## src/rtl/gesture_decoder_if.sv

```systemverilog
// gesture_decoder_if: command handshake from the gesture decoder to the playback controller
//   cmd_valid  command pending
//   cmd_ready  controller accepts cmd this cycle
//   cmd        01 NEXT, 10 PLAY_PAUSE, 11 STOP
interface gesture_decoder_if;
  logic       cmd_valid;
  logic       cmd_ready;
  logic [1:0] cmd;
  modport master(output cmd_valid, output cmd, input cmd_ready);
  modport slave(input cmd_valid, input cmd, output cmd_ready);
endinterface

```

## src/rtl/gesture_decoder.sv

```systemverilog
// gesture_decoder: samples blob aspect ratio once per frame, debounces its class, issues one-shot commands
//   clk25/resetn  pixel clock, async active-low reset
//   ratio         10-bit aspect ratio, 0 = no hand
//   cmd_if        valid/ready command channel (master side)
//   gesture       current accepted class: 00 NONE, 01 WIDE, 10 TALL, 11 SQUARE
//   drop_cnt      saturating count of accepts discarded while a command was pending
module gesture_decoder #(
  parameter int FRAME_CYCLES  = 420000,
  parameter int LOW_TH        = 70,
  parameter int HIGH_TH       = 140,
  parameter int STABLE_FRAMES = 4
) (
  input  logic                      clk25,
  input  logic                      resetn,
  input  logic [9:0]                ratio,
  gesture_decoder_if.master         cmd_if,
  output logic [1:0]                gesture,
  output logic [7:0]                drop_cnt
);
  localparam logic [1:0] ARMED = 2'd0, ISSUE = 2'd1, HOLD = 2'd2;
  logic [18:0] timer_q, timer_d;
  logic [1:0]  cls, cand_q, cand_d, gesture_q, gesture_d, state_q, state_d, cmd_q, cmd_d;
  logic [3:0]  cnt_q, cnt_d, cnt_n;
  logic [7:0]  drop_q, drop_d;
  logic        strobe, accept_q, accept_d, valid_q, valid_d, rearm_q, rearm_d;
  always_comb begin
    strobe    = timer_q == 19'(FRAME_CYCLES - 1);
    timer_d   = strobe ? '0 : timer_q + 19'd1;
    cls       = ratio == '0 ? 2'd0 : ratio < 10'(LOW_TH) ? 2'd1 : ratio > 10'(HIGH_TH) ? 2'd2 : 2'd3;
    cnt_n     = cls != cand_q ? 4'd1 : cnt_q == 4'(STABLE_FRAMES) ? cnt_q : cnt_q + 4'd1;
    cand_d    = strobe ? cls : cand_q;
    cnt_d     = strobe ? cnt_n : cnt_q;
    // a class already held as the gesture never re-accepts, so a held pose fires once
    accept_d  = strobe && cnt_n == 4'(STABLE_FRAMES) && cls != gesture_q;
    gesture_d = accept_d ? cls : gesture_q;
  end
  // accept_q lags the gesture update by one edge, so gesture_q already holds the accepted class here
  always_comb begin
    state_d = state_q;
    cmd_d   = cmd_q;
    valid_d = valid_q;
    drop_d  = drop_q;
    rearm_d = rearm_q;
    case (state_q)
      ARMED: if (accept_q && gesture_q != 2'd0) begin
        cmd_d   = gesture_q;
        valid_d = 1'b1;
        state_d = ISSUE;
      end
      ISSUE: begin
        if (cmd_if.cmd_ready) begin
          valid_d = 1'b0;
          state_d = HOLD;
        end
        if (accept_q) begin
          drop_d  = drop_q + {7'd0, drop_q != 8'hff};
          rearm_d = rearm_q | (gesture_q == 2'd0);
        end
      end
      HOLD: if (rearm_q || (accept_q && gesture_q == 2'd0)) begin
        state_d = ARMED;
        rearm_d = 1'b0;
      end
      default: state_d = ARMED;
    endcase
  end
  always_ff @(posedge clk25 or negedge resetn) begin
    if (!resetn) begin
      timer_q   <= '0;
      cand_q    <= '0;
      cnt_q     <= '0;
      gesture_q <= '0;
      accept_q  <= 1'b0;
      state_q   <= ARMED;
      cmd_q     <= '0;
      valid_q   <= 1'b0;
      drop_q    <= '0;
      rearm_q   <= 1'b0;
    end else begin
      timer_q   <= timer_d;
      cand_q    <= cand_d;
      cnt_q     <= cnt_d;
      gesture_q <= gesture_d;
      accept_q  <= accept_d;
      state_q   <= state_d;
      cmd_q     <= cmd_d;
      valid_q   <= valid_d;
      drop_q    <= drop_d;
      rearm_q   <= rearm_d;
    end
  end
  assign cmd_if.cmd       = cmd_q;
  assign cmd_if.cmd_valid = valid_q;
  assign gesture          = gesture_q;
  assign drop_cnt         = drop_q;
endmodule

```

## src/flat_wrapper.sv

```systemverilog
// flat-port wrapper written by rule: the top's interface ports become plain ports
module gesture_decoder_flat 
#(
  parameter int FRAME_CYCLES  = 420000,
  parameter int LOW_TH        = 70,
  parameter int HIGH_TH       = 140,
  parameter int STABLE_FRAMES = 4
)
  (clk25, resetn, ratio, gesture, drop_cnt, cmd_if_cmd_valid, cmd_if_cmd, cmd_if_cmd_ready);
  gesture_decoder_if cmd_if_i ();
  input  logic clk25;
  input  logic resetn;
  input  logic [9:0] ratio;
  output logic [1:0] gesture;
  output logic [7:0] drop_cnt;
  output wire logic [$bits(cmd_if_i.cmd_valid)-1:0] cmd_if_cmd_valid;
  output wire logic [$bits(cmd_if_i.cmd)-1:0] cmd_if_cmd;
  input wire logic [$bits(cmd_if_i.cmd_ready)-1:0] cmd_if_cmd_ready;
  assign cmd_if_cmd_valid = cmd_if_i.cmd_valid;
  assign cmd_if_cmd = cmd_if_i.cmd;
  assign cmd_if_i.cmd_ready = cmd_if_cmd_ready;
  gesture_decoder #(.FRAME_CYCLES(FRAME_CYCLES), .LOW_TH(LOW_TH), .HIGH_TH(HIGH_TH), .STABLE_FRAMES(STABLE_FRAMES)) u_core (.clk25(clk25), .resetn(resetn), .ratio(ratio), .cmd_if(cmd_if_i), .gesture(gesture), .drop_cnt(drop_cnt));
endmodule
```

## config.mk

```make
export PLATFORM = sky130hd
export DESIGN_NAME = gesture_decoder_flat
export DESIGN_NICKNAME = d
export VERILOG_FILES = /design/src/rtl/gesture_decoder_if.sv /design/src/rtl/gesture_decoder.sv /design/src/flat_wrapper.sv
export SDC_FILE = /design/constraint.sdc
export NUM_CORES = 1
export LEC_CHECK = 0
export ABC_AREA = 1
export CAP_MARGIN = 25
export CORE_MARGIN = 3
export CORE_UTILIZATION = 68
export CTS_CLUSTER_SIZE = 12
export DETAILED_ROUTE_END_ITERATION = 10
export DONT_BUFFER_PORTS = 1
export GPL_ROUTABILITY_DRIVEN = 0
export PLACE_DENSITY = 0.84
export SYNTH_ARGS = -nofsm -noshare
export SYNTH_HDL_FRONTEND = slang
export SYNTH_SLANG_ARGS = --single-unit
```

## constraint.sdc

```tcl
create_clock -name clk25 -period 2.6 [get_ports clk25]
set_input_delay 0.52 -clock clk25 [delete_from_list [all_inputs] [get_ports clk25]]
set_output_delay 0.52 -clock clk25 [all_outputs]
set_load 0.02 [all_outputs]
```

---- Word-level counts from Yosys, hierarchy flattened ----
Cells that the tools add are included.
storage, ports and cells
  register bits after elaboration ......... 42
  word-level logic and storage cells ...... 60
  input port bits ......................... 13
cells by class
  bitwise operators ....................... 1
  reduce and logical (&&, ||, !) cells .... 16
  equality and inequality tests ........... 12
  muxes and demuxes ....................... 16
  $add $sub $neg .......................... 3
  $lt $le $gt $ge ......................... 2
operators with widths
  cell                                                                      number
  19-bit by 1-bit adder with 19-bit output (second input constant)          1
  19-bit == test (second input constant)                                    1
  19-bit 2-to-1 mux                                                         1
  10-bit by 8-bit > comparator with 1-bit output (second input constant)    1
  10-bit logical NOT                                                        1
  10-bit by 7-bit < comparator with 1-bit output (second input constant)    1
  2-bit 2-to-1 mux                                                          5
  3-bit AND reduction                                                       3
  8-bit by 1-bit adder with 8-bit output                                    1
  4-bit by 3-bit == test with 1-bit output (second input constant)          2
  4-bit 2-to-1 mux                                                          2
  8-bit inequality test (second input constant)                             1
  2-bit by 1-bit inequality test with 1-bit output (second input constant)  3
  2-bit one-hot mux with 3 select lines                                     1
  2-bit nonzero test                                                        3
  1-bit 2-to-1 mux                                                          5
  4-bit by 1-bit adder with 4-bit output (second input constant)            1
  1-bit logical AND                                                         4
  2-bit logical NOT                                                         2
  2-bit inequality test                                                     2
  1-bit one-hot mux with 2 select lines                                     2
  2-bit AND reduction                                                       2
  2-bit by 1-bit == test with 1-bit output (second input constant)          1
  2-bit == test (second input constant)                                     1
  other kinds (3)                                                           3

---- Depth between registers and ports, before layout ----
Gate-level depths: netlist of the first run.
  depth after elaboration ................. 9
  mapped depth ............................ 14
  gate-level depth less buffers ........... 14

---- Worst setup path before layout of the first run ----
OpenSTA, ideal clock, no wires.
  path kind ............................... reg-to-reg
  start point ............................. reg u_core.drop_q[3], in the netlist u_core.drop_cnt[3]
  end point ............................... reg u_core.drop_q[1], in the netlist u_core.drop_cnt[1]
  buffers on the path ..................... 0
  data required time ...................... 2,475 ps
  period minus slack after synthesis ...... 1,742 ps
  data arrival time ....................... 1,617 ps
  slack ................................... 858 ps
  stages on the path, launching flop included .. 8
  cells stage by stage .................... dfrtp_1 > nand2_1 > nor2_1 > nand3_1 > nand3b_1 > ha_1 > ha_1 > mux2_2
on the way
  cells in the longest elaborated chain, start to end .. 2
ends and longest elaborated chain
  what                                    line                   text
  start, declared                         gesture_decoder.sv:24  logic [7:0] drop_q, drop_d;
  start signal, assigned                  gesture_decoder.sv:88  drop_q <= drop_d;
  8-bit inequality test                   gesture_decoder.sv:56  drop_d = drop_q + {7'd0, drop_q != 8'hff};
  8-bit by 1-bit adder with 8-bit output  gesture_decoder.sv:56
No other way between the ends.
A chain may end at the register's enable or synchronous reset.

---- Worst setup path in the final report of the first run ----
  start point ............................. reg u_core.drop_q[2], in the netlist u_core.drop_cnt[2]
  end point ............................... reg u_core.drop_q[6], in the netlist u_core.drop_cnt[6]
on the way
  cells in the longest elaborated chain, start to end .. 2
ends and longest elaborated chain
  what                                        line
  8-bit inequality test                       gesture_decoder.sv:56
  8-bit by 1-bit adder with 8-bit output (*)  gesture_decoder.sv:56
Mark *: on every way between the ends. The rest lies on a longest branch, timed or not.

==> qor.yml, run 1 <==
yosysWarnings: 0
nFillCells: 229
clockBufferDepth: 2
yosys.cell_types.count: 31
antenna_found_initial: 0
ir_drop_uv: 241
post_cts_buffers: 0
drv_slew: 0
tns_ps: 0
fin_skew_ps: 7.69
core_area_sq_um: 3390
ys.flop_type: "dfrtp_1"
clk_pin_slew_ps: 110
fp.dieW_um: 65.8
wire_per_inst_um: 12.1
synth_area_leaders: "dfrtp_1 43%, nand2_1 9.9%, inv_1 8.0%"
cts_hold_buffers: 2
grt_max_degree: 43
crit_required_ps: 2840
clock_sinks: 42
worstHoldPathType: "in2reg"
wirelength_mm: 4.41
hpwlAfterDp_mm: 3.41
synth_top_area_share_pct: 43.2
synth.avg_cell_area_sq_um: 7.85
critPathKind: "reg2reg"
crit_path_end_kind: "flop"
vias_per_cell: 5.35
num_rows: 21
antenna_cells: 0
dieArea_sq_um: 4330
status: "complete, no violations"
syn_nets: 331
slowest_delay_ps: 530
start_kind: "flop"
synth_top_area_cell: "dfrtp_1"
synth_area_sq_um: 2430
h-tree-depth: 2
vias: 1947
grt_pass1_wl_mm: 8.05
clk_latency_ps: 360
timing.slew.headroom_pct: 69.0
fin_crit_sh_pct: 73.8
postCtsResizedCells: 0
p_per_area_nw_per_um2: 394
path_buf_inv: 0
numCtsBuffers: 5
io_buffer_count: 0
drive_gt1_share_pct: 12.6
crit_chain: "nand2_1 -> nor2_1 -> nand3_1 -> nand3b_1 -> ha_1 -> ha_1 -> nand3_1 -> nor3_1 -> xor2_1"
fin_crit_ps: 1920
arrival_ps: 2160
hold_slack_ps: 415
finalHoldViolCount: 0
syn_inst: 310
fmax_mhz: 521
io_pins: 26
async_flop_share_pct: 100
critPathSlowestCell: "dfrtp_1"
syn2layout_area_growth_pct: 5.71
root_buffer: "clkbuf_4"
overflow: 0
synth_seq_area_share_pct: 43.2
fin_total_pwr_mw: 1.01
synth-edff-count: 0
ant_nets: 0
drt_iter0_markers: 96
cellLeakagePower_nw: 1.34
cap_violations: 0
setup_violations: 0
tightest_slew_ps: 462
drc_errors: 0
first_pass_iters: 4
synth_seq_cells: 42
crit_fanout: 4
initial_core_util_pct: 71.8
num-nets-final: 340
cts_tree: "yes"
dieHeight_um: 65.8
rsz0062_at_grt: "false"
grt_pass1_vias: 1955
path_delay_family: "simple AND/OR/NAND/NOR gates"
grt.total_usage_pct: 24.1
==> Yosys cell counts, types with 2 or more instances <==
master	n
nor4_4	2
inv_1	52
nand3_2	3
xor2_1	6
o21ai_0	21
nor3_1	5
nand3b_1	2
nor2_1	34
nand2_1	64
inv_2	5
o22ai_1	2
mux2_2	2
xnor2_1	2
nand2_2	7
or2_2	3
ha_1	8
nand3_1	16
nand4_1	10
nor2_2	3
nor2_4	3
dfrtp_1	42
a21oi_1	9
==> worst paths after layout <==
check / endpoint / startpoint / slack [ps] / cells after the start
worst max-delay path: u_core.drop_cnt[6]$_DFFE_PN0P_ / u_core.drop_cnt[2]$_DFFE_PN0P_ / 680 / 9
worst min-delay path: u_core.cmd_if.cmd_valid$_DFFE_PN0P_ / cmd_if_cmd_ready / 410 / 3
worst max register to register: u_core.drop_cnt[6]$_DFFE_PN0P_ / u_core.drop_cnt[2]$_DFFE_PN0P_ / 680 / 9
worst min register to register: u_core.timer_q[0]$_DFF_PN0_ / u_core.timer_q[0]$_DFF_PN0_ / 460 / 1
max in group asynchronous: u_core.cmd_if.cmd_valid$_DFFE_PN0P_ / resetn / 1780 / 2
min in group asynchronous: u_core.drop_cnt[3]$_DFFE_PN0P_ / resetn / 610 / 2
==> cell families after synthesis <==
kind of cell / count (synthesis) / share of synthesized area, %
fa+ha+maj: 8 / 4.11
xor+xnor: 8 / 2.88
flops: 42 / 43.2
mux: 2 / 0.925
simple gates: 156 / 31.9
buf+inv: 58 / 8.95
compound gates: 36 / 8.07
==> routing by layer <==
layer / part of all wire (%) / GRT usage (%)
met5: 0 / 0
met4: 1.7 / 10.9
met3: 5.4 / 4.76
met2: 47 / 41.4
met1: 46 / 29.1
==> sequential cells by signal, summed over array words and instances (netlist names) <==
name	count
u_core.gesture	2
u_core.cnt_q	4
u_core.cand_q	2
u_core.state_q	2
u_core.rearm_q	1
u_core.timer_q	19
u_core.drop_cnt	8
u_core.cmd_if.cmd_valid	1
u_core.cmd_if.cmd	2
u_core.accept_q	1
==> per-stage QoR <==
| step | util (%) | cell area [sq um] | cells | worst slack (ps) |
|---|---|---|---|---|
| floorplan | - | 2430 | 310 | 858 |
| global placement | 73.5 | 2490 | 356 | 782 |
| detailed placement | 73.5 | 2490 | 356 | 703 |
| CTS | 75.9 | 2570 | 364 | 679 |
| global route | 75.9 | 2570 | 364 | 519 |
| finish | 75.9 | 2570 | 364 | 680 |
==> cell type report <==
type,instances,area [sq um],area share (%)
tap,46,57.6,2.24
timing repair buffer,2,30.0,1.17
inverter,58,218,8.46
sequential,42,1050,40.9
clock buffer,6,51.3,1.99
multi-input combinational,210,1160,45.3
==> worst register-to-register path: cells and delay by family (launching register included) <==
family        cells  cell delay (ps)
simple gates      6              730
flops             1              530
fa+ha+maj         2              410
xor+xnor          1              150
==> power by group <==
part | internal, mW | switching [mW] | leakage [nW]
combinational | 0.0122 | 0.0256 | 0.764
clock | 0.122 | 0.199 | 0.0302
sequential | 0.654 | 0.00156 | 0.544
==> cells in the final DEF, fill, tap and decap left out, types with 5 or more instances in the layout <==
master	instances
nand2_1	64
inv_1	52
dfrtp_1	42
nor2_1	34
o21ai_0	21
nand3_1	16
nand4_1	10
a21oi_1	9
ha_1	8
nand2_2	7
xor2_1	6
inv_2	5
nor3_1	5
clkbuf_4	5
Note: power is estimated with default switching activity, not from simulation.
==> inputs of run 2 (changes only) <==
Settings changed: CORE_UTILIZATION 68 to 57, PLACE_DENSITY 0.84 to 0.75.
Clock period 2.6 ns to 1.6 ns, I/O delays scaled along.
==> run 2 against run 1 <==
Effect of this change:
- the flow now finishes with violations (setup timing)
- hold slack got worse by 110 ps
- die area increased by 17%
- count of clock-buffer cells in the layout increased by 1
- sequential power increased by 62%
- sequential share of layout area decreased by 7.7 points
- critical path depth increased by 3
- sequential cell count unchanged
- non-clock buffer count increased by 42
- critical endpoint is now u_core.timer_q[3]$_DFF_PN0_
==> qor.yml, run 2 (synthesis gave the netlist of run 1 again) <==
clockBufferDepth: 2  # unchanged
rsz0062_at_grt: "true"  # was false
drc_errors: 0  # unchanged
numCtsBuffers: 5  # unchanged
crit_path_end_kind: "flop"  # unchanged
h-tree-depth: 2  # unchanged
drv_slew: 0  # unchanged
p_per_area_nw_per_um2: 634  # was 394 nW/um^2
fin_crit_ps: 1840  # was 1920 ps
critPathKind: "reg2reg"  # unchanged
fmax_mhz: 544  # was 521 MHz
post-place-ws_ps: -41.3  # was 703 ps
overflow: 0  # unchanged
wire_per_inst_um: 15.8  # was 12.1 um
wirelength_mm: 6.53  # was 4.41 mm
clk_latency_ps: 300  # was 360 ps
grt_pass1_wl_mm: 9.63  # was 8.05 mm
largest_reg_flops: 19  # unchanged
num_rows: 23  # was 21
timing.slew.headroom_pct: 76.6  # was 69.0%
violations: "setup timing"
final_cell_mix: "55 x nand2_1, 47 x inv_1, 37 x buf_4, 37 x dfrtp_1, 28 x nor2_1"  # was 64 x nand2_1, 52 x inv_1, 42 x dfrtp_1, 34 x nor2_1, 21 x o21ai_0
fin_crit_sh_pct: 115  # was 73.8%
fp.dieW_um: 71.3  # was 65.8 um
hpwlAfterDp_mm: 3.68  # was 3.41 mm
antenna_cells: 0  # unchanged
syn2layout_area_growth_pct: 31.2  # was 5.71%
tightest_slew_ps: 348  # was 462 ps
first_pass_iters: 4  # unchanged
clk_pin_slew_ps: 80  # was 110 ps
grt_max_degree: 43  # unchanged
crit_required_ps: 1790  # was 2840 ps
ir_drop_uv: 584  # was 241 uV
fin_skew_ps: 5.82  # was 7.69 ps
num-nets-final: 383  # was 340
initial_core_util_pct: 60.0  # was 71.8%
io_pins: 26  # unchanged
r2r_slack_ps: -240  # was 680 ps
final_common_cell: "nand2_1"  # unchanged
cts_tree: "yes"  # unchanged
dieHeight_um: 71.3  # was 65.8 um
cap_violations: 0  # unchanged
start_kind: "flop"  # unchanged
core_area_sq_um: 4060  # was 3390 sq um
vias_per_cell: 5.65  # was 5.35
vias: 2334  # was 1947
io_buffer_count: 0  # unchanged
status: "finished with violations"  # was complete, no violations
grt.total_usage_pct: 23.7  # was 24.1%
cellLeakagePower_nw: 1.67  # was 1.34 nW
hold_slack_ps: 303  # was 415 ps
finalHoldViolCount: 0  # unchanged
dieArea_sq_um: 5090  # was 4330 sq um
setup_violations: 21  # was 0
finalWorstSetupSlack_ps: -237  # was 680 ps
root_buffer: "clkbuf_8"  # was clkbuf_4
grt_pass1_vias: 2174  # was 1955
antenna_found_initial: 0  # unchanged
drt_iter0_markers: 226  # was 96
crit_fanout: 5  # was 4
ant_nets: 0  # unchanged
place_area_sq_um: 2690  # was 2490 sq um
final_area_sq_um: 3190  # was 2570 sq um
top_register: "u_core.timer_q"  # unchanged
arrival_ps: 2030  # was 2160 ps
clock_sinks: 42  # unchanged
worstHoldPathType: "in2reg"  # unchanged
drive_gt1_share_pct: 34.7  # was 12.6%
run 2: layout make-up:
| cell class | count | area [sq um] |
|---|---|---|
| Clock inverter | 1 | 30.0 |
| Sequential cell | 42 | 1060 |
| Clock buffer | 7 | 86.3 |
| Timing Repair Buffer | 44 | 364 |
| Tap cell | 50 | 62.6 |
| Multi-Input combinational cell | 210 | 1360 |
| Inverter | 58 | 226 |
| Timing Repair inverter | 1 | 7.51 |
| Fill cell | 250 | 866 |
run 2: metrics by stage:
step / utilization, % / power, mW / cells / TNS [ps]
6_report: 78.7 / 2.02 / 413 / -2940
5_1_grt: 78.7 / 2.07 / 413 / -4730
4_1_cts: 73.3 / 2.02 / 404 / -80.4
3_5_place_dp: 66.3 / 1.12 / 382 / -139
3_3_place_gp: 66.3 / 1.12 / 382 / -28.2
2_1_floorplan: - / 1.12 / 310 / 0
run 2: what timing repair did:
item	4_1_cts	5_1_grt
hold buffers	2	0
cloned	0	1
setup endpoints to repair	16	31
pin swaps	12	23
resized for setup	14	46
hold endpoints to repair	42	0
setup buffers	12	10
run 2: where the power goes:
group | leakage (nW) | internal, mW | switching (mW)
clock | 0.0585 | 0.509 | 0.386
sequential | 0.536 | 1.06 | 0.00263
combinational | 1.07 | 0.0199 | 0.0436
total | 1.67 | 1.59 | 0.432
run 2: worst max-delay path, stage by stage, from the launching register on:
cell and delay [ps]:
dfrtp_1 390, ha_2 230, nand2_2 60, inv_2 90, nand2_4 70, nor2_4 150
inv_4 80, nor4_4 210, nand2_2 160, inv_4 110, a21oi_2 50, o21ai_2 80
inv_1 50
run 2: layer usage:
layer  track usage (%)  part of all wire (%)
met1              29.2                    39
met2              40.6                    50
met3              4.77                   6.0
met4              9.60                   5.7
met5                 0                     0
run 2: worst paths after layout:
path,start,endpoint,cells after the start
setup / recovery,u_core.timer_q[0]$_DFF_PN0_,u_core.timer_q[3]$_DFF_PN0_,12
hold / removal,cmd_if_cmd_ready,u_core.cmd_if.cmd_valid$_DFFE_PN0P_,3
setup reg to reg,u_core.timer_q[0]$_DFF_PN0_,u_core.timer_q[3]$_DFF_PN0_,12
hold reg to reg,u_core.rearm_q$_DFFE_PN0P_,u_core.rearm_q$_DFFE_PN0P_,2
max in group asynchronous,resetn,u_core.drop_cnt[2]$_DFFE_PN0P_,2
min in group asynchronous,resetn,u_core.timer_q[8]$_DFF_PN0_,2
==> patch, RTL diff (settings of run 2) <==
`HIGH_TH` is set to 140 in 2 places; all go to 105.
--- a/src/rtl/gesture_decoder.sv
+++ b/src/rtl/gesture_decoder.sv
@@ -7,7 +7,7 @@
 module gesture_decoder #(
   parameter int FRAME_CYCLES  = 420000,
   parameter int LOW_TH        = 70,
-  parameter int HIGH_TH       = 140,
+  parameter int HIGH_TH       = 105,
   parameter int STABLE_FRAMES = 4
 ) (
   input  logic                      clk25,
--- a/src/flat_wrapper.sv
+++ b/src/flat_wrapper.sv
@@ -3,7 +3,7 @@
 #(
   parameter int FRAME_CYCLES  = 420000,
   parameter int LOW_TH        = 70,
-  parameter int HIGH_TH       = 140,
+  parameter int HIGH_TH       = 105,
   parameter int STABLE_FRAMES = 4
 )
   (clk25, resetn, ratio, gesture, drop_cnt, cmd_if_cmd_valid, cmd_if_cmd, cmd_if_cmd_ready);
Check against the original RTL: same outputs for any inputs over 10 cycles, from zero or initial values and one cycle with resetn low; that may be too few to reach the edited logic, so the function may still have changed.
==> patch against run 2 <==
  * The flow still finishes with violations (setup timing)
  * Power decreased by 9.6%
  * Critical path depth is 2 lower
  * Clock power fell by 21%
  * Setup slack better by 0.082 ns
  * Area after synthesis decreased by 0.87%
  * Wire length decreased by 13%
  * Cell area shrank 0.16%
  * Sequential share of layout area grew 0.052 points
  * Sequential power is essentially flat
  * Sequential cell count stayed put
  * Maximum frequency grew 4.7%
  * Non-clock buffer count fell by 1
  * Critical path type unchanged
  * Critical endpoint is now u_core.gesture[1]$_DFFE_PN0P_
==> patch: results (changes against run 2) <==
Detail Placement HPWL=3800 um (was 3680 um); top cells by area, synth=dfrtp_1 (44%), nand2_1 (9.5%), inv_1 (8.1%), ha_1 (4.1%), nor2_1 (3.9%) (was dfrtp_1 (43%), nand2_1 (9.9%), inv_1 (8.0%), nor2_1 (5.2%), o21ai_0 (4.3%)); Nets=370 (was 383); failing checks=setup timing (unchanged); Seq/Total Area, Yosys=43.6% (was 43.2%); synth cell count leaders=nand2_1 (61), inv_1 (52), dfrtp_1 (42), nor2_1 (25), nand3_1 (15) (was nand2_1 (64), inv_1 (52), dfrtp_1 (42), nor2_1 (34), o21ai_0 (21)); drt initial violations=193 (was 226); post-CTS resize count=6 (was 14); M1 wire length=2410 um (was 2530 um); Max FO, Critical Path=3 (was 5); layout cell share with drive strength beyond 1=33.4% (was 34.7%); met3 usage=3.98% (was 4.77%); Worst Setup SP=u_core.cnt_q[1]$_DFFE_PN0N_ (was u_core.timer_q[0]$_DFF_PN0_); status=finished, violations left (unchanged); filler instances=259 (was 250); routed wl met2=2790 um (was 3240 um); vias in the first global route=2018 (was 2174); Hold WS=0.289 ns (was 0.303 ns); setup violators final=11 (was 21); first-pass GRT wire length=8730 um (was 9630 um); multiplexer area fraction after synthesis=0.934% (was 0.925%); Synth Area in XOR/XNOR=3.99% (was 2.88%); met3 wire length=355 um (was 394 um); worst path arrival time=1.94 ns (was 2.03 ns); Compound-Gate Fraction of Synth Area=6.79% (was 8.07%); Wirelength per Cell=14.2 um (was 15.8 um); synth unique cells=34 (was 31); slew at the pin with the worst max-slew slack=0.330 ns (was 0.348 ns); clock skew=0.00846 ns (was 0.00582 ns); antenna diode count=0 (unchanged); grt met1 use=29.0% (was 29.2%); min-delay src=cmd_if_cmd_ready (unchanged); Static Leakage=1.65 nW (was 1.67 nW); syn nets=322 (was 331); gr usage total=21.5% (was 23.7%); Vias=2202 (was 2334); postcts setup bufs=1 (was 12); post-synthesis adder-cell area fraction=4.15% (was 4.11%); PnR worst setup slack=-0.154 ns (was -0.237 ns); Placement Cell Area=0.00275 mm^2 (was 0.00269 mm^2)
-- patch: cell type report --
class / instances / area (um^2) / area share [%]
inverter: 54 / 203 / 6.36
clock buffer: 6 / 82.6 / 2.59
sequential: 42 / 1060 / 33.2
clock inverter: 2 / 12.5 / 0.393
timing repair buffer: 43 / 362 / 11.3
multi-input combinational: 203 / 1410 / 44.2
tap: 50 / 62.6 / 1.96
-- patch: power breakdown --
| part | switching [mW] | internal, mW | total (mW) |
|---|---|---|---|
| Sequential | 0.00247 | 1.06 | 1.06 |
| Clock | 0.364 | 0.347 | 0.710 |
| Combinational | 0.0373 | 0.0157 | 0.0530 |
-- patch: through the flow --
step / setup TNS, ns / std cells / utilization, % / power (mW)
3_3_place_gp: 0 / 382 / 68.3 / 1.11
5_1_grt: -2.35 / 400 / 79.1 / 1.89
4_1_cts: -0.142 / 393 / 72.1 / 1.83
3_5_place_dp: -0.132 / 382 / 68.3 / 1.11
6_report: -0.707 / 400 / 79.1 / 1.83
2_1_floorplan: 0 / 301 / - / 1.11
-- patch: tightest hold or removal path, delay by kind of cell --
family	cells	cell delay [ns]
AOI/OAI and AO/OA	2	0.17
buffers and inverters	1	0.05
-- patch: path summary, 6_finish.rpt --
kind / slack (ns) / endpoint / depth (start not counted)
max in group asynchronous: 0.90 / u_core.drop_cnt[3]$_DFFE_PN0P_ / 2
min in group asynchronous: 0.48 / u_core.drop_cnt[4]$_DFFE_PN0P_ / 2
hold reg to reg: 0.51 / u_core.cnt_q[3]$_DFFE_PN0N_ / 2
setup / recovery: -0.15 / u_core.gesture[1]$_DFFE_PN0P_ / 10
hold / removal: 0.29 / u_core.cmd_if.cmd_valid$_DFFE_PN0P_ / 3
setup reg to reg: -0.15 / u_core.gesture[1]$_DFFE_PN0P_ / 10
